## config.mk

```make
export PLATFORM = sky130hd
export DESIGN_NAME = psum_accum_flat
export DESIGN_NICKNAME = d
export VERILOG_FILES = /design/src/rtl/psum_pkg.sv /design/src/rtl/psum_accum_if.sv /design/src/rtl/psum_sram.sv /design/src/rtl/psum_accum.sv /design/src/flat_wrapper.sv
export SDC_FILE = /design/constraint.sdc
export NUM_CORES = 1
export LEC_CHECK = 0
export ABC_CLOCK_PERIOD_IN_PS = 12200
export BUFFER_PORTS_ARGS = -buffer_cell sky130_fd_sc_hd__buf_2
export CAP_MARGIN = 15
export CORE_MARGIN = 5
export CORE_UTILIZATION = 26
export DETAILED_ROUTE_END_ITERATION = 10
export GPL_ROUTABILITY_DRIVEN = 0
export GPL_TIMING_DRIVEN = 0
export SYNTH_ARGS = -nofsm -noshare
export SYNTH_HDL_FRONTEND = slang
export SYNTH_HIERARCHICAL = 1
export SYNTH_SLANG_ARGS = --single-unit
```

## constraint.sdc

```tcl
create_clock -name clk -period 12.2 [get_ports clk]
set_clock_uncertainty 0.15 [all_clocks]
set_input_delay 0.61 -clock clk [delete_from_list [all_inputs] [get_ports clk]]
set_output_delay 0.61 -clock clk [all_outputs]
set_load 0.1 [all_outputs]
```

## src/rtl/psum_pkg.sv

```systemverilog
// Shared types and lane arithmetic for the psum accumulator.
// Build option: PSUM_SAT_EN selects saturating lane sums; when it is not
// defined, lane sums wrap modulo 2^psum_bw.
package psum_pkg;

  typedef enum logic [1:0] {
    IDLE     = 2'd0,
    FETCH    = 2'd1,
    ACC      = 2'd2,
    PASS_END = 2'd3
  } state_t;

`ifdef PSUM_SAT_EN
  localparam bit SAT_EN = 1'b1;
`else
  localparam bit SAT_EN = 1'b0;
`endif

  // Signed add of two sign-extended lanes of width bw (bw <= 32), then
  // saturate or wrap back into bw bits, then optionally clamp negatives to 0.
  function automatic logic signed [31:0] lane_add(
    input logic signed [31:0] a,
    input logic signed [31:0] b,
    input int unsigned        bw,
    input logic               relu
  );
    logic signed [63:0] sum;
    logic signed [63:0] lim_hi;
    logic signed [63:0] lim_lo;
    logic signed [63:0] res;
    sum    = 64'(a) + 64'(b);
    lim_hi = (64'sd1 <<< (bw - 1)) - 64'sd1;
    lim_lo = -(64'sd1 <<< (bw - 1));
    if (SAT_EN) begin
      if (sum > lim_hi)      res = lim_hi;
      else if (sum < lim_lo) res = lim_lo;
      else                   res = sum;
    end else begin
      // keep the low bw bits and sign-extend them back to full width
      res = (sum <<< (64 - bw)) >>> (64 - bw);
    end
    if (relu && (res < 0)) res = '0;
    return res[31:0];
  endfunction

endpackage

```

## src/rtl/psum_accum_if.sv

```systemverilog
// Output-FIFO pop handshake and psum readout bus of the accumulator.
// master: FIFO/host side; slave: the accumulator.
interface psum_accum_if #(
  parameter int col     = 4,
  parameter int psum_bw = 16,
  parameter int num_inp = 8
);
  localparam int AW = (num_inp > 1) ? $clog2(num_inp) : 1;

  logic [col*psum_bw-1:0] ofifo_data;
  logic                   ofifo_valid;
  logic                   ofifo_rd;
  logic                   psum_rd;
  logic [AW-1:0]          psum_addr;
  logic [col*psum_bw-1:0] psum_mem_dout;

  modport master (
    output ofifo_data, ofifo_valid, psum_rd, psum_addr,
    input  ofifo_rd, psum_mem_dout
  );

  modport slave (
    input  ofifo_data, ofifo_valid, psum_rd, psum_addr,
    output ofifo_rd, psum_mem_dout
  );
endinterface

```

## src/rtl/psum_sram.sv

```systemverilog
// Single-port psum storage, one access per cycle, 1-cycle read latency.
// Contents are not reset; dout holds its value between reads.
module psum_sram #(
  parameter int width = 64,
  parameter int depth = 8,
  parameter int aw    = 3
) (
  input  logic             clk_i,
  input  logic             en_i,
  input  logic             we_i,
  input  logic [aw-1:0]    addr_i,
  input  logic [width-1:0] din_i,
  output logic [width-1:0] dout_o
);
  logic [width-1:0] mem_q [depth];
  logic [width-1:0] dout_q;

  // write on we_i, otherwise register the addressed word
  always_ff @(posedge clk_i) begin
    if (en_i) begin
      if (we_i) mem_q[addr_i] <= din_i;
      else      dout_q        <= mem_q[addr_i];
    end
  end

  assign dout_o = dout_q;
endmodule

```

## src/rtl/psum_accum.sv

```systemverilog
// Partial-sum accumulator: pops output-FIFO rows, adds them lane-wise into
// per-row storage over kij_len passes, optional ReLU on the last pass, and
// serves row readout while idle. Saturation option: see psum_pkg (PSUM_SAT_EN).
module psum_accum
  import psum_pkg::*;
#(
  parameter int col     = 4,
  parameter int psum_bw = 16,
  parameter int num_inp = 8,
  parameter int kij_len = 1
) (
  input  logic           clk,
  input  logic           reset,
  input  logic           start,
  input  logic           relu,
  psum_accum_if.slave    bus,
  output logic           iter_done,
  output logic           compute_done
);
  localparam int AW = (num_inp > 1) ? $clog2(num_inp) : 1;
  localparam int PW = (kij_len > 1) ? $clog2(kij_len) : 1;
  localparam int DW = col * psum_bw;
  localparam logic [AW-1:0] LAST_ROW  = AW'(num_inp - 1);
  localparam logic [PW-1:0] LAST_PASS = PW'(kij_len - 1);

  state_t          state_q, state_d;
  logic [AW-1:0]   row_q, row_d;
  logic [PW-1:0]   pass_q, pass_d;
  logic            relu_q, relu_d;
  logic            done_q, done_d;
  logic            rd_pend_q, rd_pend_d;
  logic [DW-1:0]   data_q, data_d;
  logic [DW-1:0]   hold_q;
  logic [DW-1:0]   sum_w;
  logic [DW-1:0]   mem_dout;
  logic            mem_en, mem_we;
  logic [AW-1:0]   mem_addr;

  psum_sram #(
    .width (DW),
    .depth (num_inp),
    .aw    (AW)
  ) u_sram (
    .clk_i  (clk),
    .en_i   (mem_en),
    .we_i   (mem_we),
    .addr_i (mem_addr),
    .din_i  (sum_w),
    .dout_o (mem_dout)
  );

  // control and capture registers
  always_ff @(posedge clk or negedge reset) begin
    if (!reset) begin
      state_q   <= IDLE;
      row_q     <= '0;
      pass_q    <= '0;
      relu_q    <= 1'b0;
      done_q    <= 1'b0;
      rd_pend_q <= 1'b0;
      data_q    <= '0;
    end else begin
      state_q   <= state_d;
      row_q     <= row_d;
      pass_q    <= pass_d;
      relu_q    <= relu_d;
      done_q    <= done_d;
      rd_pend_q <= rd_pend_d;
      data_q    <= data_d;
    end
  end

  // readout holding register; sram dout also moves during jobs, so the
  // visible readout is latched from the cycle after each readout request
  always_ff @(posedge clk or negedge reset) begin
    if (!reset)         hold_q <= '0;
    else if (rd_pend_q) hold_q <= mem_dout;
  end

  assign bus.psum_mem_dout = rd_pend_q ? mem_dout : hold_q;
  assign compute_done      = done_q;

  // lane-wise sum of the captured FIFO row and the stored row
  always_comb begin
    logic signed [psum_bw-1:0] lane_new;
    logic signed [psum_bw-1:0] lane_old;
    logic signed [31:0]        lane_res;
    lane_new = '0;
    lane_old = '0;
    lane_res = '0;
    sum_w    = '0;
    for (int unsigned i = 0; i < col; i++) begin
      lane_new = data_q[i*psum_bw +: psum_bw];
      lane_old = (pass_q == '0) ? '0 : mem_dout[i*psum_bw +: psum_bw];
      lane_res = lane_add(32'(lane_new), 32'(lane_old), psum_bw,
                          relu_q && (pass_q == LAST_PASS));
      sum_w[i*psum_bw +: psum_bw] = lane_res[psum_bw-1:0];
    end
  end

  // FSM next state, memory port control and strobes
  always_comb begin
    state_d      = state_q;
    row_d        = row_q;
    pass_d       = pass_q;
    relu_d       = relu_q;
    done_d       = done_q;
    data_d       = data_q;
    rd_pend_d    = 1'b0;
    mem_en       = 1'b0;
    mem_we       = 1'b0;
    mem_addr     = row_q;
    bus.ofifo_rd = 1'b0;
    iter_done    = 1'b0;
    unique case (state_q)
      IDLE: begin
        if (start) begin
          state_d = FETCH;
          row_d   = '0;
          pass_d  = '0;
          done_d  = 1'b0;
          relu_d  = relu;
        end else if (bus.psum_rd) begin
          mem_en    = 1'b1;
          mem_addr  = bus.psum_addr;
          rd_pend_d = 1'b1;
        end
      end
      FETCH: begin
        if (bus.ofifo_valid) begin
          bus.ofifo_rd = 1'b1;
          mem_en       = 1'b1;
          data_d       = bus.ofifo_data;
          state_d      = ACC;
        end
      end
      ACC: begin
        mem_en = 1'b1;
        mem_we = 1'b1;
        if (row_q == LAST_ROW) begin
          row_d   = '0;
          state_d = PASS_END;
        end else begin
          row_d   = row_q + 1'b1;
          state_d = FETCH;
        end
      end
      PASS_END: begin
        iter_done = 1'b1;
        pass_d    = pass_q + 1'b1;
        if (pass_q == LAST_PASS) begin
          state_d = IDLE;
          done_d  = 1'b1;
        end else begin
          state_d = FETCH;
        end
      end
      default: state_d = IDLE;
    endcase
  end
endmodule
```

## src/flat_wrapper.sv

```systemverilog
// flat-port wrapper written by rule: the top's interface ports become plain ports
module psum_accum_flat import psum_pkg::*;
#(
  parameter int col     = 4,
  parameter int psum_bw = 16,
  parameter int num_inp = 8,
  parameter int kij_len = 1
)
  (clk, reset, start, relu, iter_done, compute_done, bus_ofifo_data, bus_ofifo_valid, bus_psum_rd, bus_psum_addr, bus_ofifo_rd, bus_psum_mem_dout);
  psum_accum_if #(.col(col), .psum_bw(psum_bw), .num_inp(num_inp)) bus_i ();
  input  logic clk;
  input  logic reset;
  input  logic start;
  input  logic relu;
  output logic iter_done;
  output logic compute_done;
  input wire logic [$bits(bus_i.ofifo_data)-1:0] bus_ofifo_data;
  input wire logic [$bits(bus_i.ofifo_valid)-1:0] bus_ofifo_valid;
  input wire logic [$bits(bus_i.psum_rd)-1:0] bus_psum_rd;
  input wire logic [$bits(bus_i.psum_addr)-1:0] bus_psum_addr;
  output wire logic [$bits(bus_i.ofifo_rd)-1:0] bus_ofifo_rd;
  output wire logic [$bits(bus_i.psum_mem_dout)-1:0] bus_psum_mem_dout;
  assign bus_i.ofifo_data = bus_ofifo_data;
  assign bus_i.ofifo_valid = bus_ofifo_valid;
  assign bus_i.psum_rd = bus_psum_rd;
  assign bus_i.psum_addr = bus_psum_addr;
  assign bus_ofifo_rd = bus_i.ofifo_rd;
  assign bus_psum_mem_dout = bus_i.psum_mem_dout;
  psum_accum #(.col(col), .psum_bw(psum_bw), .num_inp(num_inp), .kij_len(kij_len)) u_core (.clk(clk), .reset(reset), .start(start), .relu(relu), .bus(bus_i), .iter_done(iter_done), .compute_done(compute_done));
endmodule
```

==> impl_results.md, run 1 <==
* Pint at 6.493 mW
* Worst path arrival time at 5.72 ns
* Vias in the first global route at 17,080
* Min Tclk post-route at 5.620 ns
* IO Port Bufs at 139
* Die width at 354.9 um
* Tot GR Track Use at 12.51%
* Synth warn at 6
* Synthesis-to-finish area growth at 19.77%
* Initial DRC count at 1,360
* Sw frac at 39.52%
* Worst hold path type: primary input to flip-flop
* CTS Buffer Depth at 3
* Crit path required time at 12.30 ns
* R2r startpoint: u_core/pass_q
* Seq/Total Area, Yosys at 67.02%
* Pin count of the biggest net entering global routing at 85
* Avg Synthesized Cell Area at 16.90 um2
* PD cells at 289.9 mW/mm2
* Cell variety after synth at 82
* RSZ-0062 raised after global routing: false
* Layout Cells excl Fill at 3,699
* Synth top cells by count: edfxtp_1 (576), nand2_1 (217), dfrtp_1 (137)
* FF-to-FF path depth at 11
* H-tree levels at 3
* Area of the multi-input gates at 0.009651 mm2
* Worst setup margin at 6.580 ns
* Leakage at 13.38 nW
* Share of post-route cells with drive strength above 1 at 30.00%
* Clock share of power at 22.2%
* Status: finished, final reports clean
* Rows at 126
* Initial antenna violation count at 7
* Clock sinks at 713
* Final hold vios at 0
* Worst Hold Path EP: u_core/data_q[18]
* DP Wirelength at 55,910 um
* Share of power burned in registers at 36.4%
* Reg-to-Reg End: u_core/u_sram/mem_q[6][36]
* Syn Nets at 1,969
* CTS clk-pin slew, worst paths at 0.06 ns
* Mapped Area at 0.03092 mm2
* Placed insts at 3,546
* Post-synthesis register bit count at 713
* Core area at 0.1181 mm2
* Final worst-path cycle share at 46.07%
* CTS buffer count at 78
* Post-DRT Antenna Nets at 0
* Avg WL per Cell at 21.70 um
* Chip height at 354.9 um
* Top_reg_cell synth: edfxtp_1
* Switching pwr at 4.242 mW
* CP Capture Type: flip-flop
* Post-synth top area cell: edfxtp_1
* Slew Viols, Final at 0
* Initial core utilization at 26.19%
* Fmax at 177.9 MHz
* Post-CTS Resized at 0
* Ys async rst share at 19.21%
* Dpl ws at 6.561 ns
* Crit path kind: flip-flop to flip-flop
* Most common cell in the netlist: edfxtp_1
* GRT Residual Overflow at 0
* Pre-antenna DRT Iters at 5
* First-pass GRT wire length at 117,100 um
* Max cap viols at 0
* Postcts setup bufs at 0
* Worst Hold Launch: bus_ofifo_data[18]
* Final-stage net count at 2,236
* Via count at 17,030
* Worst-Margin Slew at 1.243 ns
* Synth top area share at 55.94%
* Peak VDD IR at 0.0002599 V
* Via/cell ratio at 4.603
* Max-slew headroom at the worst pin at 17.16%
* Top Ports at 140
* Worst skew pair latency at 0.63 ns
* Combinational share of power at 41.4%
* Die Area at 0.1259 mm2
* Min-Delay Path Depth at 3
* N_diodes at 0
* Filler cells at 11,450
* Final wirelength at 80,260 um
* Final setup viols at 0
* Synth area leaders: edfxtp_1 (56%), dfrtp_1 (11%), mux4_2 (8.2%)
* Critical path startpoint category: flip-flop
* Post-route DRC at 0
* Gate Count Post-Synth at 1,830
* Register area at 0.02072 mm2
* Root Driver: clkbuf_16
* Worst-path fanout max at 10
* Reg2Reg Setup Slack at 6.58 ns
* Number of enable flip-flop cells after synthesis at 576
* CTS tree: built
[logic make-up (layout without fill, tap and decap cells)]
| logic type | count (synthesis) | after routing | share of synthesized area (%) |
|---|---|---|---|
| AO/OA/AOI/OAI | 189 | 189 | 4.556 |
| XOR/XNOR | 38 | 38 | 1.194 |
| adder cells (fa/ha/maj) | 66 | 66 | 2.768 |
| buffers and inverters | 108 | 441 | 1.979 |
| flip-flops | 713 | 713 | 67.02 |
| multiplexers | 265 | 265 | 15.11 |
| AND/OR/NAND/NOR | 451 | 451 | 7.372 |
[power by group through the flow]
| stage | registers [mW] | logic (mW) | clock network [mW] |
|---|---|---|---|
| floorplan | 3.84 | 3.30 | 0 |
| global placement | 3.99 | 4.36 | 0 |
| detailed placement | 3.95 | 4.48 | 0 |
| CTS | 3.91 | 4.50 | 2.44 |
| global route | 3.95 | 4.79 | 2.55 |
| finish | 3.90 | 4.44 | 2.39 |
[worst max-delay path by stage]
| stage | slack, ns | endpoint | start |
|---|---|---|---|
| 3_5_place_dp | 6.56 | u_core/u_sram/mem_q[5][36] | u_core/pass_q |
| 6_report | 6.58 | u_core/u_sram/mem_q[6][36] | u_core/pass_q |
| 5_1_grt | 6.33 | u_core/u_sram/mem_q[2][36] | u_core/pass_q |
| 2_1_floorplan | 5.08 | u_core/u_sram/mem_q[0][0] | start |
| 4_1_cts | 6.55 | u_core/u_sram/mem_q[2][36] | u_core/pass_q |
| 3_3_place_gp | -1.07 | u_core/u_sram/mem_q[4][22] | u_core/state_q[0] |
[repair_timing]
action,in CTS,in global routing
hold buffers,6,0
endpoints found under the hold margin,88,0
endpoints found under the setup margin,0,0
[critical path, cell delays in order (launching register included)]
cell and delay, ns:
dfrtp_1 0.60, clkbuf_1 0.65, clkbuf_1 0.93, nand2_1 0.24, inv_1 0.11, ha_1 0.17
a211oi_1 0.08, o211ai_2 0.30, nand3_1 0.16, o31ai_2 0.40, xor2_2 0.34, a221oi_1 1.11
[routing by layer]
metal / wire, um / global-route usage [%] / vias to the layer above
li1: - / - / 7628
met3: 5211 / 2.819 / 82
met2: 37370 / 19.98 / 524
met5: 0 / 0 / -
met1: 36570 / 17.74 / 8794
met4: 1112 / 2.206 / 0
[final cells by class]
cell class	instances	area share (%)
multi-input cells	1009	26.06
clock inverters	43	1.348
clock buffers	103	5.659
plain buffers	82	1.392
well taps	1536	5.189
inverters	26	0.2635
flip-flops and latches	713	55.96
repair buffers	187	4.132
[sequential cells by signal, indices dropped and copies added (netlist names), 2 cells and up]
signal                flops
u_core/row_q              3
u_core/hold_q            64
u_core/state_q            2
u_core/data_q            64
u_core/u_sram/mem_q     512
u_core/u_sram/dout_o     64
[layout by cell type (no fill, tap or decap), types with 8 or more instances in the layout]
master | synthesis | routed
nor2b_1 | 17 | 16
a211oi_1 | 8 | 8
buf_2 | 17 | 155
bufinv_16 | 0 | 9
xnor2_1 | 15 | 15
o21a_1 | 15 | 15
dfrtp_1 | 137 | 137
clkbuf_1 | 43 | 62
a21oi_1 | 38 | 38
a21oi_2 | 10 | 10
edfxtp_1 | 576 | 576
clkinv_1 | 0 | 9
clkinv_2 | 0 | 13
o21ai_0 | 30 | 30
mux2_4 | 60 | 60
nor3_2 | 20 | 22
mux4_1 | 14 | 14
nor2_1 | 41 | 34
nand3_1 | 15 | 15
buf_6 | 8 | 23
nand2_1 | 217 | 217
o211ai_1 | 8 | 8
buf_16 | 0 | 11
inv_1 | 25 | 25
nor3_1 | 25 | 23
ha_1 | 62 | 62
clkbuf_16 | 0 | 78
mux4_2 | 112 | 112
xor2_1 | 20 | 20
buf_12 | 7 | 19
and2_1 | 58 | 58
a21o_1 | 18 | 18
mux2_2 | 72 | 72
or3_1 | 8 | 8
[per-stage QoR]
| step | hold slack, ns | area (um2) | utilization (%) | setup TNS, ns | power (mW) |
|---|---|---|---|---|---|
| after global routing | 0.01496 | 37040 | 31.36 | 0 | 11.28 |
| after CTS | 0.0008463 | 37030 | 31.36 | 0 | 10.85 |
| after global placement | 0.3217 | 33540 | 28.40 | -120.50 | 8.343 |
| after floorplan | 0.1644 | 30920 | - | 0 | 7.141 |
| final | 0.03342 | 37040 | 31.36 | 0 | 10.74 |
| after detailed placement | 0.3191 | 34370 | 29.11 | 0 | 8.429 |
No activity file was read; power rests on OpenSTA's default activity.
==> run 2, diff against run 1 <==
--- a/config.mk
+++ b/config.mk
@@ -5,7 +5,7 @@
 export SDC_FILE = /design/constraint.sdc
 export NUM_CORES = 1
 export LEC_CHECK = 0
-export ABC_CLOCK_PERIOD_IN_PS = 12200
+export ABC_CLOCK_PERIOD_IN_PS = 5720
 export BUFFER_PORTS_ARGS = -buffer_cell sky130_fd_sc_hd__buf_2
 export CAP_MARGIN = 15
 export CORE_MARGIN = 5
==> constraint.sdc (replaced) <==
create_clock -name clk -period 5.72 [get_ports clk]
set_clock_uncertainty 0.15 [all_clocks]
set_input_delay 0.286 -clock clk [delete_from_list [all_inputs] [get_ports clk]]
set_output_delay 0.286 -clock clk [all_outputs]
set_load 0.1 [all_outputs]
==> impl_results.md, run 2 (synthesized netlist as in run 1, its figures left out) <==
* Max reg flops at 512 (unchanged)
* Initial core utilization at 26.19% (unchanged)
* R2r startpoint: u_core/pass_q
* Clock sinks at 713 (unchanged)
* Chip height at 354.9 um (unchanged)
* Max-slew headroom at the worst pin at 19.19% (+2.0 points)
* Max cap viols at 0 (unchanged)
* Peak VDD IR at 0.0005558 V (+110%)
* Largest reg by FF count: u_core/u_sram/mem_q
* Initial DRC count at 1,341 (-1.4%)
* Tot GR Track Use at 12.59% (+0.080 points)
* Share of post-route cells with drive strength above 1 at 29.19% (-0.82 points)
* CP Capture Type: flip-flop
* Worst setup margin at 0.2188 ns (-6.361 ns)
* N_diodes at 0 (unchanged)
* Initial antenna violation count at 4 (-3)
* Pin count of the biggest net entering global routing at 85 (unchanged)
* Final hold vios at 0 (unchanged)
* FF-to-FF path depth at 11 (unchanged)
* Worst path arrival time at 5.65 ns (-0.07 ns)
* GRT Residual Overflow at 0 (unchanged)
* Commonest non-fill, non-tap cell in the layout: edfxtp_1
* Worst hold path type: primary input to flip-flop
* Min-Delay Path Depth at 3 (unchanged)
* Post-DRT Antenna Nets at 0 (unchanged)
* Design area at 0.03768 mm2 (+1.7%)
* Worst Hold Path EP: u_core/rd_pend_q
* Slew Viols, Final at 0 (unchanged)
* CTS clk-pin slew, worst paths at 0.06 ns (about the same)
* CP most frequent cell: clkbuf_1
* Most frequent cells in the layout: edfxtp_1 (576), nand2_1 (217), buf_2 (155), dfrtp_1 (137), mux4_2 (112)
* First-pass GRT wire length at 118,100 um (+0.81%)
* Area after DPL at 0.03437 mm2 (unchanged)
* IO Port Bufs at 139 (unchanged)
* H-tree levels at 3 (unchanged)
* Dpl ws at 0.08106 ns (-6.480 ns)
* Pre-antenna DRT Iters at 5 (unchanged)
* DP Wirelength at 55,910 um (unchanged)
* Die Area at 0.1259 mm2 (unchanged)
* Final-stage net count at 2,300 (+2.9%)
* Worst-Margin Slew at 1.212 ns (-0.03054 ns)
* Min Tclk post-route at 5.501 ns (-0.1192 ns)
* CP Buf/Inv Count at 3 (unchanged)
* CTS buffer count at 78 (unchanged)
* PD cells at 609.0 mW/mm2 (+110%)
* Family with the most delay on the worst path: buffers and inverters
* RSZ-0062 raised after global routing: false
* Layout Cells excl Fill at 3,763 (+1.7%)
* Postcts setup bufs at 0 (unchanged)
* Reg-to-Reg End: u_core/u_sram/mem_q[1][7]
* Register area at 0.02072 mm2 (unchanged)
* Final wirelength at 80,650 um (+0.48%)
* Via count at 17,230 (+1.2%)
* Leakage at 13.65 nW (+2.0%)
* Final setup viols at 0 (unchanged)
* Root Driver: clkbuf_16
* Fmax at 181.8 MHz (+2.2%)
* Slowest CP cell: clkbuf_1
* Synthesis-to-finish area growth at 21.86%
* Setup TNS at 0 ns (unchanged)
* Met2 usage at 20.18% (+0.19 points)
* Reg2Reg Setup Slack at 0.22 ns (-6.36 ns)
* Final worst-path cycle share at 96.17% (+50 points)
* Crit path kind: flip-flop to flip-flop
* Filler cells at 11,400 (-0.42%)
* Post-route DRC at 0 (unchanged)
* Cells along the critical path: clkbuf_1 -> clkbuf_1 -> nand2_1 -> inv_1 -> ha_1 -> a211oi_2 -> o211a_2 -> nor4_4 -> o311ai_1 -> nand2_2 -> nor3_1
* Met3 capacity usage during global routing at 2.773% (-0.046 points)
* Die width at 354.9 um (unchanged)
* Worst skew pair latency at 0.63 ns (about the same)
* Worst Hold Launch: bus_psum_rd
* CTS tree: built
* Placed insts at 3,546 (unchanged)
* Area of the multi-input gates at 0.009657 mm2 (about the same)
* Slowest stage delay, CP at 0.96 ns (-0.15 ns)
* CTS Buffer Depth at 3 (unchanged)
* GR peak layer: met2
* Core area at 0.1181 mm2 (unchanged)
* Critical path startpoint category: flip-flop
* Rows at 126 (unchanged)
* Vias in the first global route at 17,360 (+1.7%)
* Top Ports at 140 (unchanged)
* Avg WL per Cell at 21.43 um (-1.2%)
* Crit path required time at 5.86 ns (-6.44 ns)
* Met1 Usage GRT at 17.82% (+0.073 points)
* Via/cell ratio at 4.578 (-0.55%)
* Worst-path fanout max at 10 (unchanged)
* Status: finished, final reports clean
-- run 2: area by class of cell --
cell class	count	area share, %
sequential	713	55.00
tap	1536	5.100
inverter	26	0.2590
timing repair buffer	251	5.761
multi-input combinational	1009	25.63
buffer	82	1.368
clock buffer	103	5.562
clock inverter	43	1.325
-- run 2: per-layer routing --
| layer | vias to the layer above | routed length (um) |
|---|---|---|
| met5 | - | 0 |
| met4 | 0 | 1158 |
| met3 | 82 | 5062 |
| met2 | 513 | 37520 |
| met1 | 8876 | 36910 |
| li1 | 7757 | - |
-- run 2: report_power, final --
part / total (mW) / internal [mW] / switching [mW]
logic: 9.54 / 3.03 / 6.50
clock network: 5.09 / 3.01 / 2.08
registers: 8.32 / 7.84 / 0.478
total: 22.9 / 13.9 / 9.06
-- run 2: worst register-to-register path, cell delays in order, from the launching register on --
cell      delay, ns
dfrtp_1        0.59
clkbuf_1       0.64
clkbuf_1       0.97
nand2_1        0.27
inv_1          0.11
ha_1           0.24
a211oi_2       0.28
o211a_2        0.32
nor4_4         0.09
o311ai_1       0.52
nand2_2        0.23
nor3_1         0.77
-- run 2: per-stage QoR --
stage	util [%]	hold slack, ns	power (mW)
floorplan	-	-0.1596	15.23
global placement	28.40	0.3217	17.79
detailed placement	29.11	0.2903	17.98
CTS	31.90	0.06192	23.19
global route	31.91	0.1104	24.11
finish	31.91	0.1246	22.95
-- run 2: worst max path at each step --
stage,startpoint,end,slack [ns],cells past startpoint
floorplan,u_core/state_q[0],u_core/u_sram/mem_q[0][0],-1.30,9
global placement,u_core/state_q[0],u_core/u_sram/mem_q[4][22],-7.55,6
detailed placement,u_core/pass_q,u_core/u_sram/mem_q[5][36],0.08,11
CTS,u_core/pass_q,u_core/u_sram/mem_q[2][36],0.07,11
global route,u_core/pass_q,u_core/u_sram/mem_q[6][32],0.08,11
finish,u_core/pass_q,u_core/u_sram/mem_q[1][7],0.22,11
-- run 2: what timing repair did --
item / CTS / global route
gates resized for setup: 0 / 1
endpoints found under the hold margin: 151 / 0
hold buffers: 70 / 0
setup endpoints to repair: 0 / 8
